==> src/rtl/fetch_pkg.sv <==
// ---------------------------------------------------------------------------
// fetch_pkg
// Shared types and constants for the fetch redirect unit and its fetch buffer.
//   fetch_state_e : request sequencer states (IDLE / WAIT / DISCARD)
//   PC_STEP       : byte increment between sequential fetches
//   FETCH_BUF_DEPTH: number of fetch buffer entries (fixed)
//   fetch_entry_t : buffered instruction word plus its fetch PC
//   sat_add16     : 16-bit saturating accumulate helper for event counters
// ---------------------------------------------------------------------------
package fetch_pkg;

    typedef enum logic [1:0] {
        IDLE    = 2'd0,
        WAIT    = 2'd1,
        DISCARD = 2'd2
    } fetch_state_e;

    localparam int unsigned PC_STEP         = 32'd4;
    localparam int unsigned FETCH_BUF_DEPTH = 32'd2;

    // pc is carried at full 32-bit width; users keep only their PC_W low bits
    typedef struct packed {
        logic [31:0] inst;
        logic [31:0] pc;
    } fetch_entry_t;

    function automatic logic [15:0] sat_add16(input logic [15:0] acc, input logic [2:0] inc);
        logic [16:0] sum;
        sum = {1'b0, acc} + {14'd0, inc};
        if (sum[16]) begin
            return 16'hFFFF;
        end else begin
            return sum[15:0];
        end
    endfunction

endpackage

==> src/rtl/fetch_buffer.sv <==
// ---------------------------------------------------------------------------
// fetch_buffer
// Two-entry FIFO holding fetched instructions until IF/ID consumes them.
// Clear dominates push and pop.
// Ports:
//   clk, reset_n  : clock, asynchronous active-low reset
//   push          : write push_entry at the tail (ignored when full and not popping)
//   pop           : remove the head (ignored when empty)
//   clear         : drop all entries at this edge
//   push_entry    : entry to write
//   count         : current occupancy (0..2)
//   head          : oldest entry (meaningful when count != 0)
// ---------------------------------------------------------------------------
module fetch_buffer
    import fetch_pkg::*;
(
    input  logic         clk,
    input  logic         reset_n,
    input  logic         push,
    input  logic         pop,
    input  logic         clear,
    input  fetch_entry_t push_entry,
    output logic [1:0]   count,
    output fetch_entry_t head
);

    fetch_entry_t entries_r [FETCH_BUF_DEPTH];
    logic         wr_ptr_r;
    logic         rd_ptr_r;
    logic [1:0]   count_r;
    logic         do_pop_s;
    logic         do_push_s;

    assign do_pop_s  = pop && (count_r != 2'd0);
    assign do_push_s = push && ((count_r != 2'd2) || do_pop_s);

    // Entry storage: written at the tail on an accepted push.
    always_ff @(posedge clk or negedge reset_n) begin
        if (!reset_n) begin
            entries_r[0] <= 64'd0;
            entries_r[1] <= 64'd0;
        end else if (do_push_s && !clear) begin
            entries_r[wr_ptr_r] <= push_entry;
        end else begin
            entries_r[wr_ptr_r] <= entries_r[wr_ptr_r];
        end
    end

    // Pointers and occupancy; clear wins over everything else.
    always_ff @(posedge clk or negedge reset_n) begin
        if (!reset_n) begin
            wr_ptr_r <= 1'b0;
            rd_ptr_r <= 1'b0;
            count_r  <= 2'd0;
        end else if (clear) begin
            wr_ptr_r <= 1'b0;
            rd_ptr_r <= 1'b0;
            count_r  <= 2'd0;
        end else begin
            wr_ptr_r <= do_push_s ? ~wr_ptr_r : wr_ptr_r;
            rd_ptr_r <= do_pop_s  ? ~rd_ptr_r : rd_ptr_r;
            count_r  <= count_r + {1'b0, do_push_s} - {1'b0, do_pop_s};
        end
    end

    assign count = count_r;
    assign head  = entries_r[rd_ptr_r];

endmodule

==> src/rtl/fetch_redirect_unit.sv <==
// ---------------------------------------------------------------------------
// fetch_redirect_unit
// Fetch-stage PC sequencer. Owns the fetch PC, runs a req/ack handshake to
// instruction memory, buffers returned words for IF/ID, squashes wrong-path
// fetches on a branch-unit redirect and raises the pipeline flushes.
//
// Optional build macro FETCH_REDIRECT_STATS_EN adds saturating counters
// RedirectCnt (cycles with PcSel) and SquashCnt (dropped acks plus buffer
// entries cleared by a redirect).
//
// Ports:
//   clk, reset_n       : clock, asynchronous active-low reset
//   Stall              : 1 = IF/ID does not consume this cycle
//   PcSel, BrPC        : redirect request and target (word aligned internally)
//   IMemReq, IMemAddr  : fetch request, held until IMemAck
//   IMemAck, IMemRdata : request accepted with data this cycle
//   InstValid, Inst, InstPC : fetch buffer head
//   FlushIFID, FlushIDEX    : pipeline squash, equal to PcSel
//   RedirectCnt, SquashCnt  : statistics (FETCH_REDIRECT_STATS_EN only)
// ---------------------------------------------------------------------------
module fetch_redirect_unit
    import fetch_pkg::*;
#(
    parameter int PC_W = 9
) (
    input  logic            clk,
    input  logic            reset_n,
    input  logic            Stall,
    input  logic            PcSel,
    input  logic [31:0]     BrPC,
    output logic            IMemReq,
    output logic [PC_W-1:0] IMemAddr,
    input  logic            IMemAck,
    input  logic [31:0]     IMemRdata,
    output logic            InstValid,
    output logic [31:0]     Inst,
    output logic [PC_W-1:0] InstPC,
    output logic            FlushIFID,
    output logic            FlushIDEX
`ifdef FETCH_REDIRECT_STATS_EN
    ,
    output logic [15:0]     RedirectCnt,
    output logic [15:0]     SquashCnt
`endif
);

    localparam logic [1:0]      BUF_DEPTH = 2'(FETCH_BUF_DEPTH);
    localparam logic [PC_W-1:0] PC_INC    = PC_W'(PC_STEP);

    fetch_state_e    state_r;
    fetch_state_e    state_nxt_s;
    logic [PC_W-1:0] pc_r;
    logic [PC_W-1:0] discard_addr_r;
    logic [PC_W-1:0] target_s;
    logic [1:0]      buf_count_s;
    logic [1:0]      occ_after_pop_s;
    logic [1:0]      occ_after_ack_s;
    fetch_entry_t    buf_head_s;
    fetch_entry_t    push_entry_s;
    logic            inst_valid_s;
    logic            pop_s;
    logic            ack_take_s;
    logic            push_s;
    logic            drop_s;
    logic            unused_s;

    assign target_s        = {BrPC[PC_W-1:2], 2'b00};
    assign inst_valid_s    = (buf_count_s != 2'd0);
    assign pop_s           = inst_valid_s && !Stall;
    // A request is only launched when a slot is certain to be free at ack time:
    // nothing else can push while that request is outstanding.
    assign occ_after_pop_s = buf_count_s - {1'b0, pop_s};
    assign ack_take_s      = IMemReq && IMemAck;
    assign push_s          = ack_take_s && !PcSel && (state_r != DISCARD);
    assign drop_s          = ack_take_s && (PcSel || (state_r == DISCARD));
    assign occ_after_ack_s = occ_after_pop_s + {1'b0, push_s};
    // In IDLE/WAIT the outstanding address is always pc_r.
    assign push_entry_s    = '{inst: IMemRdata, pc: 32'(pc_r)};

`ifdef FETCH_REDIRECT_STATS_EN
    assign unused_s = ^{BrPC[31:PC_W], BrPC[1:0], buf_head_s.pc[31:PC_W]};
`else
    assign unused_s = ^{BrPC[31:PC_W], BrPC[1:0], buf_head_s.pc[31:PC_W], drop_s};
`endif

    fetch_buffer u_fetch_buffer (
        .clk        (clk),
        .reset_n    (reset_n),
        .push       (push_s),
        .pop        (pop_s),
        .clear      (PcSel),
        .push_entry (push_entry_s),
        .count      (buf_count_s),
        .head       (buf_head_s)
    );

    // Sequencer state register.
    always_ff @(posedge clk or negedge reset_n) begin
        if (!reset_n) begin
            state_r <= IDLE;
        end else begin
            state_r <= state_nxt_s;
        end
    end

    // Sequencer next-state logic; a redirect with a same-cycle ack lands in IDLE.
    always_comb begin
        state_nxt_s = state_r;
        case (state_r)
            IDLE: begin
                if (PcSel) begin
                    state_nxt_s = IDLE;
                end else if (IMemReq && !IMemAck) begin
                    state_nxt_s = WAIT;
                end else if (ack_take_s && (occ_after_ack_s < BUF_DEPTH)) begin
                    state_nxt_s = WAIT;
                end else begin
                    state_nxt_s = IDLE;
                end
            end
            WAIT: begin
                if (ack_take_s) begin
                    if (PcSel) begin
                        state_nxt_s = IDLE;
                    end else if (occ_after_ack_s < BUF_DEPTH) begin
                        state_nxt_s = WAIT;
                    end else begin
                        state_nxt_s = IDLE;
                    end
                end else if (PcSel) begin
                    state_nxt_s = DISCARD;
                end else begin
                    state_nxt_s = WAIT;
                end
            end
            DISCARD: begin
                if (ack_take_s) begin
                    state_nxt_s = IDLE;
                end else begin
                    state_nxt_s = DISCARD;
                end
            end
            default: begin
                state_nxt_s = IDLE;
            end
        endcase
    end

    // Sequencer outputs; IDLE issues combinationally so a redirect or a
    // discarded ack is followed by the new request on the very next cycle.
    always_comb begin
        IMemReq   = 1'b0;
        IMemAddr  = pc_r;
        case (state_r)
            IDLE: begin
                IMemReq  = reset_n && !PcSel && (occ_after_pop_s < BUF_DEPTH);
                IMemAddr = pc_r;
            end
            WAIT: begin
                IMemReq  = reset_n;
                IMemAddr = pc_r;
            end
            DISCARD: begin
                IMemReq  = reset_n;
                IMemAddr = discard_addr_r;
            end
            default: begin
                IMemReq  = 1'b0;
                IMemAddr = pc_r;
            end
        endcase
        InstValid = inst_valid_s;
        Inst      = inst_valid_s ? buf_head_s.inst : 32'd0;
        InstPC    = inst_valid_s ? buf_head_s.pc[PC_W-1:0] : {PC_W{1'b0}};
        FlushIFID = PcSel;
        FlushIDEX = PcSel;
    end

    // Fetch PC: redirect beats sequential advance; wraps naturally at 2^PC_W.
    always_ff @(posedge clk or negedge reset_n) begin
        if (!reset_n) begin
            pc_r <= {PC_W{1'b0}};
        end else if (PcSel) begin
            pc_r <= target_s;
        end else if (push_s) begin
            pc_r <= pc_r + PC_INC;
        end else begin
            pc_r <= pc_r;
        end
    end

    // Address of the abandoned request, held stable while it drains in DISCARD.
    always_ff @(posedge clk or negedge reset_n) begin
        if (!reset_n) begin
            discard_addr_r <= {PC_W{1'b0}};
        end else if ((state_r == WAIT) && (state_nxt_s == DISCARD)) begin
            discard_addr_r <= pc_r;
        end else begin
            discard_addr_r <= discard_addr_r;
        end
    end

`ifdef FETCH_REDIRECT_STATS_EN
    logic [2:0] squash_inc_s;

    assign squash_inc_s = {2'b00, drop_s} + (PcSel ? {1'b0, buf_count_s} : 3'd0);

    // Saturating redirect / squash event counters.
    always_ff @(posedge clk or negedge reset_n) begin
        if (!reset_n) begin
            RedirectCnt <= 16'd0;
            SquashCnt   <= 16'd0;
        end else begin
            RedirectCnt <= sat_add16(RedirectCnt, {2'b00, PcSel});
            SquashCnt   <= sat_add16(SquashCnt, squash_inc_s);
        end
    end
`endif

endmodule

==> config.mk <==
export PLATFORM = sky130hd
export DESIGN_NAME = fetch_redirect_unit
export DESIGN_NICKNAME = d
export VERILOG_FILES = /design/src/rtl/fetch_pkg.sv /design/src/rtl/fetch_buffer.sv /design/src/rtl/fetch_redirect_unit.sv
export SDC_FILE = /design/constraint.sdc
export NUM_CORES = 1
export LEC_CHECK = 0
export ABC_AREA = 1
export CELL_PAD_IN_SITES_DETAIL_PLACEMENT = 1
export CELL_PAD_IN_SITES_GLOBAL_PLACEMENT = 1
export CORE_ASPECT_RATIO = 1.75
export CORE_MARGIN = 2
export CORE_UTILIZATION = 38
export CTS_BUF_LIST = sky130_fd_sc_hd__clkbuf_8
export CTS_CLUSTER_DIAMETER = 50
export DETAILED_ROUTE_END_ITERATION = 7
export PLACE_DENSITY = 0.92
export SLEW_MARGIN = 20
export SYNTH_ARGS = -nofsm -noshare
export SYNTH_HDL_FRONTEND = slang
export SYNTH_SLANG_ARGS = --single-unit
==> constraint.sdc <==
create_clock -name clk -period 3 [get_ports clk]
set_clock_uncertainty 0.15 [all_clocks]
set_input_delay 0.6 -clock clk [delete_from_list [all_inputs] [get_ports clk]]
set_output_delay 0.6 -clock clk [all_outputs]
set_load 0.005 [all_outputs]
# After elaboration in Yosys (flattened, before gate mapping)
# Cells that the tools add are included.
[classes] n_eq_ne=5 magnitude_cmp=5 muxes=31 n_reduce_logical=23 bitwise_logic=4 n_addsub=5
[op_table] operator="64-bit 2-to-1 mux" count=7
[op_table] operator="128-bit bitwise mux" count=2
[op_table] operator="128-bit 2-to-1 mux" count=1
[op_table] operator="64-bit demux with 1-bit select" count=1
[op_table] operator="9-bit 2-to-1 mux" count=4
[op_table] operator="32-bit 2-to-1 mux" count=1
[op_table] operator="1-bit logical AND" count=13
[op_table] operator="9-bit by 3-bit adder with 9-bit output (second input constant)" count=1
[op_table] operator="1-bit 2-to-1 mux" count=9
[op_table] operator="2-bit 2-to-1 mux" count=4
[op_table] operator="2-bit nonzero test" count=4
[op_table] operator="2-bit case mux with 3 select lines" count=1
[op_table] operator="2-bit by 1-bit adder with 2-bit output" count=2
[op_table] operator="2-bit equality test (second input constant)" count=2
[op_table] operator="2-bit >= comparator (second input constant)" count=2
[op_table] operator="2-bit < comparator (second input constant)" count=2
[op_table] operator="2-bit != test (second input constant)" count=2
[op_table] operator="1-bit inverter with 2-bit output" count=2
[op_table] operator="2-bit by 1-bit subtractor with 2-bit output" count=2
[op_table] operator="1-bit logical NOT" count=3
[op_table] operator="2-bit by 1-bit equality test with 1-bit output (second input constant)" count=1
[op_table] operator="2-bit logical NOT" count=1
[op_table] operator="2-bit by 1-bit < comparator with 1-bit output (second input constant)" count=1
[op_table] operator="1-bit inverter" count=2
[op_table] operator="other kinds (3)" count=3
[totals] input_bits=69 reg_bits=152 out_inout_bits=54

# Depth between registers and ports, before layout
[depth] ltp_word=18 depth_mapped=17 mapped_depth_nobuf=17

# Hierarchy
# Synthesis repeated with hierarchy kept, for this count alone.
[unflattened] cells_unflattened=1053 area_unflattened_um2=7801.2
[by_module_without_submodules] module="fetch_buffer" cells_per_inst=809 area_each_um2=6332.3 instances=1
[by_module_without_submodules] module="fetch_redirect_unit" cells_per_inst=244 area_each_um2=1468.9 instances=1

# Worst setup path after synthesis
# OpenSTA, ideal clock, no wires.
[synth_timing] path_kind="register -> register" startpoint="register u_fetch_buffer.count_r[1], in the netlist u_fetch_buffer.count[1]" endpoint="register discard_addr_r[2]" path_stages_with_launch=14 arrival_time_ps=1927 path_slack_ps=806 setup_time_ps=117 required_time_ps=2733 path_cell_list="dfrtp_1 -> nor2_1 -> nor2_1 -> ha_1 -> inv_1 -> nand2_1 -> nand3_1 -> nand2_2 -> nand3_2 -> o2111ai_1 -> nor2_1 -> nand2_4 -> nand2_1 -> nand2_1"
[synth_between] elab_chain_len=18
[synth_lines] item="start, declared" line="fetch_buffer.sv:30" rtl="logic [1:0] count_r;"
[synth_lines] item="start signal, assigned" line="fetch_buffer.sv:62" rtl="count_r <= count_r + {1'b0, do_push_s} - {1'b0, do_pop_s};"
[synth_lines] item="2-bit nonzero test" line="fetch_redirect_unit.sv:68" rtl="assign inst_valid_s = (buf_count_s != 2'd0);"
[synth_lines] item="1-bit logical AND" line="fetch_redirect_unit.sv:69" rtl="assign pop_s = inst_valid_s && !Stall;"
[synth_lines] item="2-bit by 1-bit subtractor with 2-bit output (*)" line="fetch_redirect_unit.sv:72" rtl="assign occ_after_pop_s = buf_count_s - {1'b0, pop_s};"
[synth_lines] item="2-bit < comparator" line="fetch_redirect_unit.sv:156" rtl="IMemReq = reset_n && !PcSel && (occ_after_pop_s < BUF_DEPTH);"
[synth_lines] item="1-bit logical AND" line="fetch_redirect_unit.sv:156"
[synth_lines] item="1-bit case mux with 2 select lines" line="fetch_redirect_unit.sv:154" rtl="case (state_r)"
[synth_lines] item="1-bit logical AND" line="fetch_redirect_unit.sv:73" rtl="assign ack_take_s = IMemReq && IMemAck;"
[synth_lines] item="1-bit logical AND (2 in a row)" line="fetch_redirect_unit.sv:74" rtl="assign push_s = ack_take_s && !PcSel && (state_r != DISCARD);"
[synth_lines] item="2-bit by 1-bit adder with 2-bit output" line="fetch_redirect_unit.sv:76" rtl="assign occ_after_ack_s = occ_after_pop_s + {1'b0, push_s};"
[synth_lines] item="2-bit < comparator" line="fetch_redirect_unit.sv:115, fetch_redirect_unit.sv:125"
[synth_lines] item="1-bit logical AND" line="fetch_redirect_unit.sv:115" rtl="end else if (ack_take_s && (occ_after_ack_s < BUF_DEPTH)) begin"
[synth_lines] item="1-bit 2-to-1 mux" line="fetch_redirect_unit.sv:115"
[synth_lines] item="1-bit 2-to-1 mux" line="fetch_redirect_unit.sv:113" rtl="end else if (IMemReq && !IMemAck) begin"
[synth_lines] item="1-bit 2-to-1 mux" line="fetch_redirect_unit.sv:111" rtl="if (PcSel) begin"
[synth_lines] item="2-bit case mux with 3 select lines (*)" line="fetch_redirect_unit.sv:109" rtl="case (state_r)"
[synth_lines] item="2-bit equality test (*)" line="fetch_redirect_unit.sv:196" rtl="end else if ((state_r == WAIT) && (state_nxt_s == DISCARD)) begin"
[synth_lines] item="1-bit logical AND (*)" line="fetch_redirect_unit.sv:196"
[synth_lines] item="end signal, assigned" line="fetch_redirect_unit.sv:195" rtl="discard_addr_r <= {PC_W{1'b0}};"
[synth_lines] item="end signal, assigned" line="fetch_redirect_unit.sv:197" rtl="discard_addr_r <= pc_r;"
[synth_lines] item="end signal, assigned" line="fetch_redirect_unit.sv:199" rtl="discard_addr_r <= discard_addr_r;"
[synth_lines] item="end, declared" line="fetch_redirect_unit.sv:53" rtl="logic [PC_W-1:0] discard_addr_r;"
# Mark *: on every way between the ends. The rest lies on a longest branch, timed or not.
# A chain may end at the register's enable or synchronous reset.

# Final worst setup path
[layout_timing] startpoint="register u_fetch_buffer.rd_ptr_r" endpoint="output Inst[8]"
[layout_between] elab_chain_len=5
[layout_lines] item="start, declared" line="fetch_buffer.sv:29" rtl="logic rd_ptr_r;"
[layout_lines] item="start signal, assigned" line="fetch_buffer.sv:61" rtl="rd_ptr_r <= do_pop_s ? ~rd_ptr_r : rd_ptr_r;"
[layout_lines] item="1-bit inverter with 2-bit output (implied by the code)" line="fetch_buffer.sv:67" rtl="assign head = entries_r[rd_ptr_r];"
[layout_lines] item="64-bit 2-to-1 mux (implied by the code) (3 in a row)" line="fetch_buffer.sv:67"
[layout_lines] item="32-bit 2-to-1 mux" line="fetch_redirect_unit.sv:173" rtl="Inst = inst_valid_s ? buf_head_s.inst : 32'd0;"
[layout_lines] item="end, declared" line="fetch_redirect_unit.sv:36" rtl="output logic [31:0] Inst,"
# No other way between the ends. The select of a mux whose other input is x is not followed.

==> metrics.cfg <==
[pwr]
p_int_mw = 3.400
power.density_nw_per_um2 = 854.8
power.net_switching_mw = 2.045
cellLeakagePower_nw = 2.988
comb_power_share = 0.426
finalPower_mw = 5.445
irDropWorstVdd_uv = 340.1
power_frac_clock = 0.171
swShare = 0.3756
seq_power_share = 0.404

[sta]
drv_slew = 0
period_minus_slack_ns = 2.850
worst_pin_slew_ns = 0.7084
relSlewSlack = 0.5277
rsz0062_at_grt = no
timing.final.crit_share = 0.9499
hold_viol = 0
timing.hold.ws_ns = 0.2032
fin_tns_setup_ns = 0
clock.fmax_mhz = 350.9
setup_viol = 0

[yosys]
synth.distinct_cells = 31
syn_area_per_cell_um2 = 8.331
synth_warnings = 0
syn_inst = 603
syn_area_um2 = 5024
synthArstFlopShare = 1.000
synth_seq_cells = 102
seq_area_frac_synth = 0.5081
synth_ff_type = dfrtp_1
synth_edf_count = 0

[min_path]
hold_path_class = input port to async pin

[clock_network]
cts_sinks = 102
htree_levels = 3
cts-root-buf = clkbuf_8
clk_pin_slew_ns = 0.11
cts-buffers-inserted = 9
clock_path_buffers = 2
cts_tree = yes
clk_latency_ns = 0.37
post-cts-setup-buffers = 0

[route]
drc = 0
ant_nets = 0
drtIter0Drc = 184
wl_per_cell_um = 16.04
wirelength_um = 13910
vias = 4340
vias_per_cell = 5.006
first_pass_iters = 4

[global_route]
grt_max_degree = 57
grt_pass1_wl_um = 23250
antenna_found_initial = 0
grt_use_total = 0.2044
grt_pass1_vias = 4824
globalRouteOverflowTotal = 0

[critical_path]
critical_path_required_ns = 2.25
critical_path_arrival_ns = 2.10
cp-end-kind = output pin
start_kind = flop
critical_path.max_fanout = 50
critPathKind = flop to output pin

[floorplan]
io_pins = 123
die-height_um = 156.1
die-area_um2 = 14190
start_util = 0.3883
core_area_um2 = 12940
std_cell_rows = 55
die_w_um = 90.92

[finish]
postLayoutCoreUtil = 0.4924
diodes = 0
regArea_um2 = 2555
multi_input_area_um2 = 1899
final_cells = 867
final_layout_size_suffix_gt1_frac = 0.09914
syn_to_final_growth_pct = 26.80
nets = 768
nFillCells = 1597

[placed_design]
io_buffers = 95
place_congestion = 0.8708
hpwl_um = 9962
dp_cells = 851

[run_status]
status = completed

[flow_run]
drv_cap = 0

## cells by family after synthesis
family          count (synthesis)  synth area share
buf+inv                       130            0.1156
compound gates                172            0.1938
xor+xnor                        5          0.008719
other cells                     1         0.0007465
flops                         102            0.5081
simple gates                  185            0.1532
fa+ha+maj                       8           0.01993
## synthesized netlist by cell type, types with 8 or more instances
library cell,instances,area (um2)
a21oi_1,44,220.2
buf_6,9,101.4
clkbuf_1,19,71.32
dfrtp_1,102,2552
ha_1,8,100.1
inv_1,93,349.1
nand2_1,134,503.0
nand3_1,16,80.08
nor2_1,22,82.58
o21ai_0,79,395.4
o21ai_1,22,110.1
o21ai_2,20,175.2
## final timing paths
| check | startpoint | to | slack (ns) | cells after the start |
|---|---|---|---|---|
| min in group clk | discard_addr_r[8]$_DFFE_PN0P_ | discard_addr_r[8]$_DFFE_PN0P_ | 0.34 | 2 |
| worst min-delay path | reset_n | u_fetch_buffer.entries_r[107]$_DFFE_PN0N_ | 0.20 | 2 |
| worst min register to register | discard_addr_r[8]$_DFFE_PN0P_ | discard_addr_r[8]$_DFFE_PN0P_ | 0.34 | 2 |
| worst max-delay path | u_fetch_buffer.rd_ptr_r$_DFFE_PN0P_ | Inst[8] | 0.15 | 4 |
| max in group asynchronous | reset_n | u_fetch_buffer.count[1]$_DFF_PN0_ | 1.25 | 3 |
| worst max register to register | u_fetch_buffer.count[1]$_DFF_PN0_ | u_fetch_buffer.entries_r[97]$_DFFE_PN0N_ | 0.34 | 13 |
## final cells by class
| cell class | count | share of cell area |
|---|---|---|
| inverters | 94 | 0.05539 |
| multi-input cells | 372 | 0.2982 |
| repair buffers | 112 | 0.1786 |
| well taps | 171 | 0.03359 |
| clock buffers | 10 | 0.02161 |
| flip-flops and latches | 102 | 0.4011 |
| clock inverters | 6 | 0.01159 |
## critical path: stages, from the launching register on
cell and delay (ns):
dfrtp_2 0.59, buf_12 0.26, o21ai_0 0.11, a21oi_1 0.21, clkdlybuf4s50_1 0.55
## layer usage
| metal | up-vias | global-route usage | wire length, um |
|---|---|---|---|
| met1 | 2156 | 0.2222 | 5415 |
| met5 | - | 0 | 0 |
| met3 | 19 | 0.02947 | 330 |
| met2 | 77 | 0.4012 | 7913 |
| li1 | 2088 | - | - |
| met4 | 0 | 0.06566 | 247 |
## placed cells by master, fill, tap and decap left out
cell type	n
a31oi_4	1
inv_6	4
nor2_1	22
ha_1	6
dfrtp_1	100
conb_1	2
dlygate4sd2_1	1
o211ai_1	2
xor2_1	3
o2111ai_1	1
nand3_2	1
nand4_4	1
nand3_1	16
nand2_2	4
inv_1	93
a21oi_1	44
clkdlybuf4s50_1	93
clkbuf_8	10
clkinv_4	1
o21ai_2	20
nand2_1	134
o221a_2	1
dfrtp_2	2
nand2_4	1
xnor2_1	2
buf_12	5
inv_2	1
o21ai_1	22
a311oi_1	1
nor3_1	5
ha_2	2
bufinv_16	1
buf_4	13
nor2_4	1
o21bai_1	1
o21ai_0	79
## sequential cells by signal, summed over array words and instances, names as in the netlist
register and flops:
u_fetch_buffer.entries_r 82, discard_addr_r 7, pc_r 7, state_r 2
u_fetch_buffer.count 2, u_fetch_buffer.rd_ptr_r 1, u_fetch_buffer.wr_ptr_r 1
## repair_timing
action | in CTS | in global routing
endpoints found under the setup margin | 1 | 15
cloned | 0 | 0
gates resized for setup | 2 | 2
pin swaps | 1 | 0
hold buffers | 0 | 0
## power by group through the flow
stage / clock network, mW / logic (mW) / registers (mW)
floorplan: 0 / 1.28 / 2.11
global placement: 0 / 2.19 / 2.16
detailed placement: 0 / 2.32 / 2.22
CTS: 0.957 / 2.35 / 2.20
global route: 1.01 / 2.60 / 2.26
finish: 0.929 / 2.32 / 2.20
## stage by stage
step | area (um2) | worst slack (ns)
after floorplan | 5027 | 0.8058
after global placement | 6153 | -0.05838
after detailed placement | 6153 | -0.1219
after CTS | 6366 | 0.03379
after global routing | 6370 | 0.02200
final | 6370 | 0.1503
(Power assumes the default switching activity.)
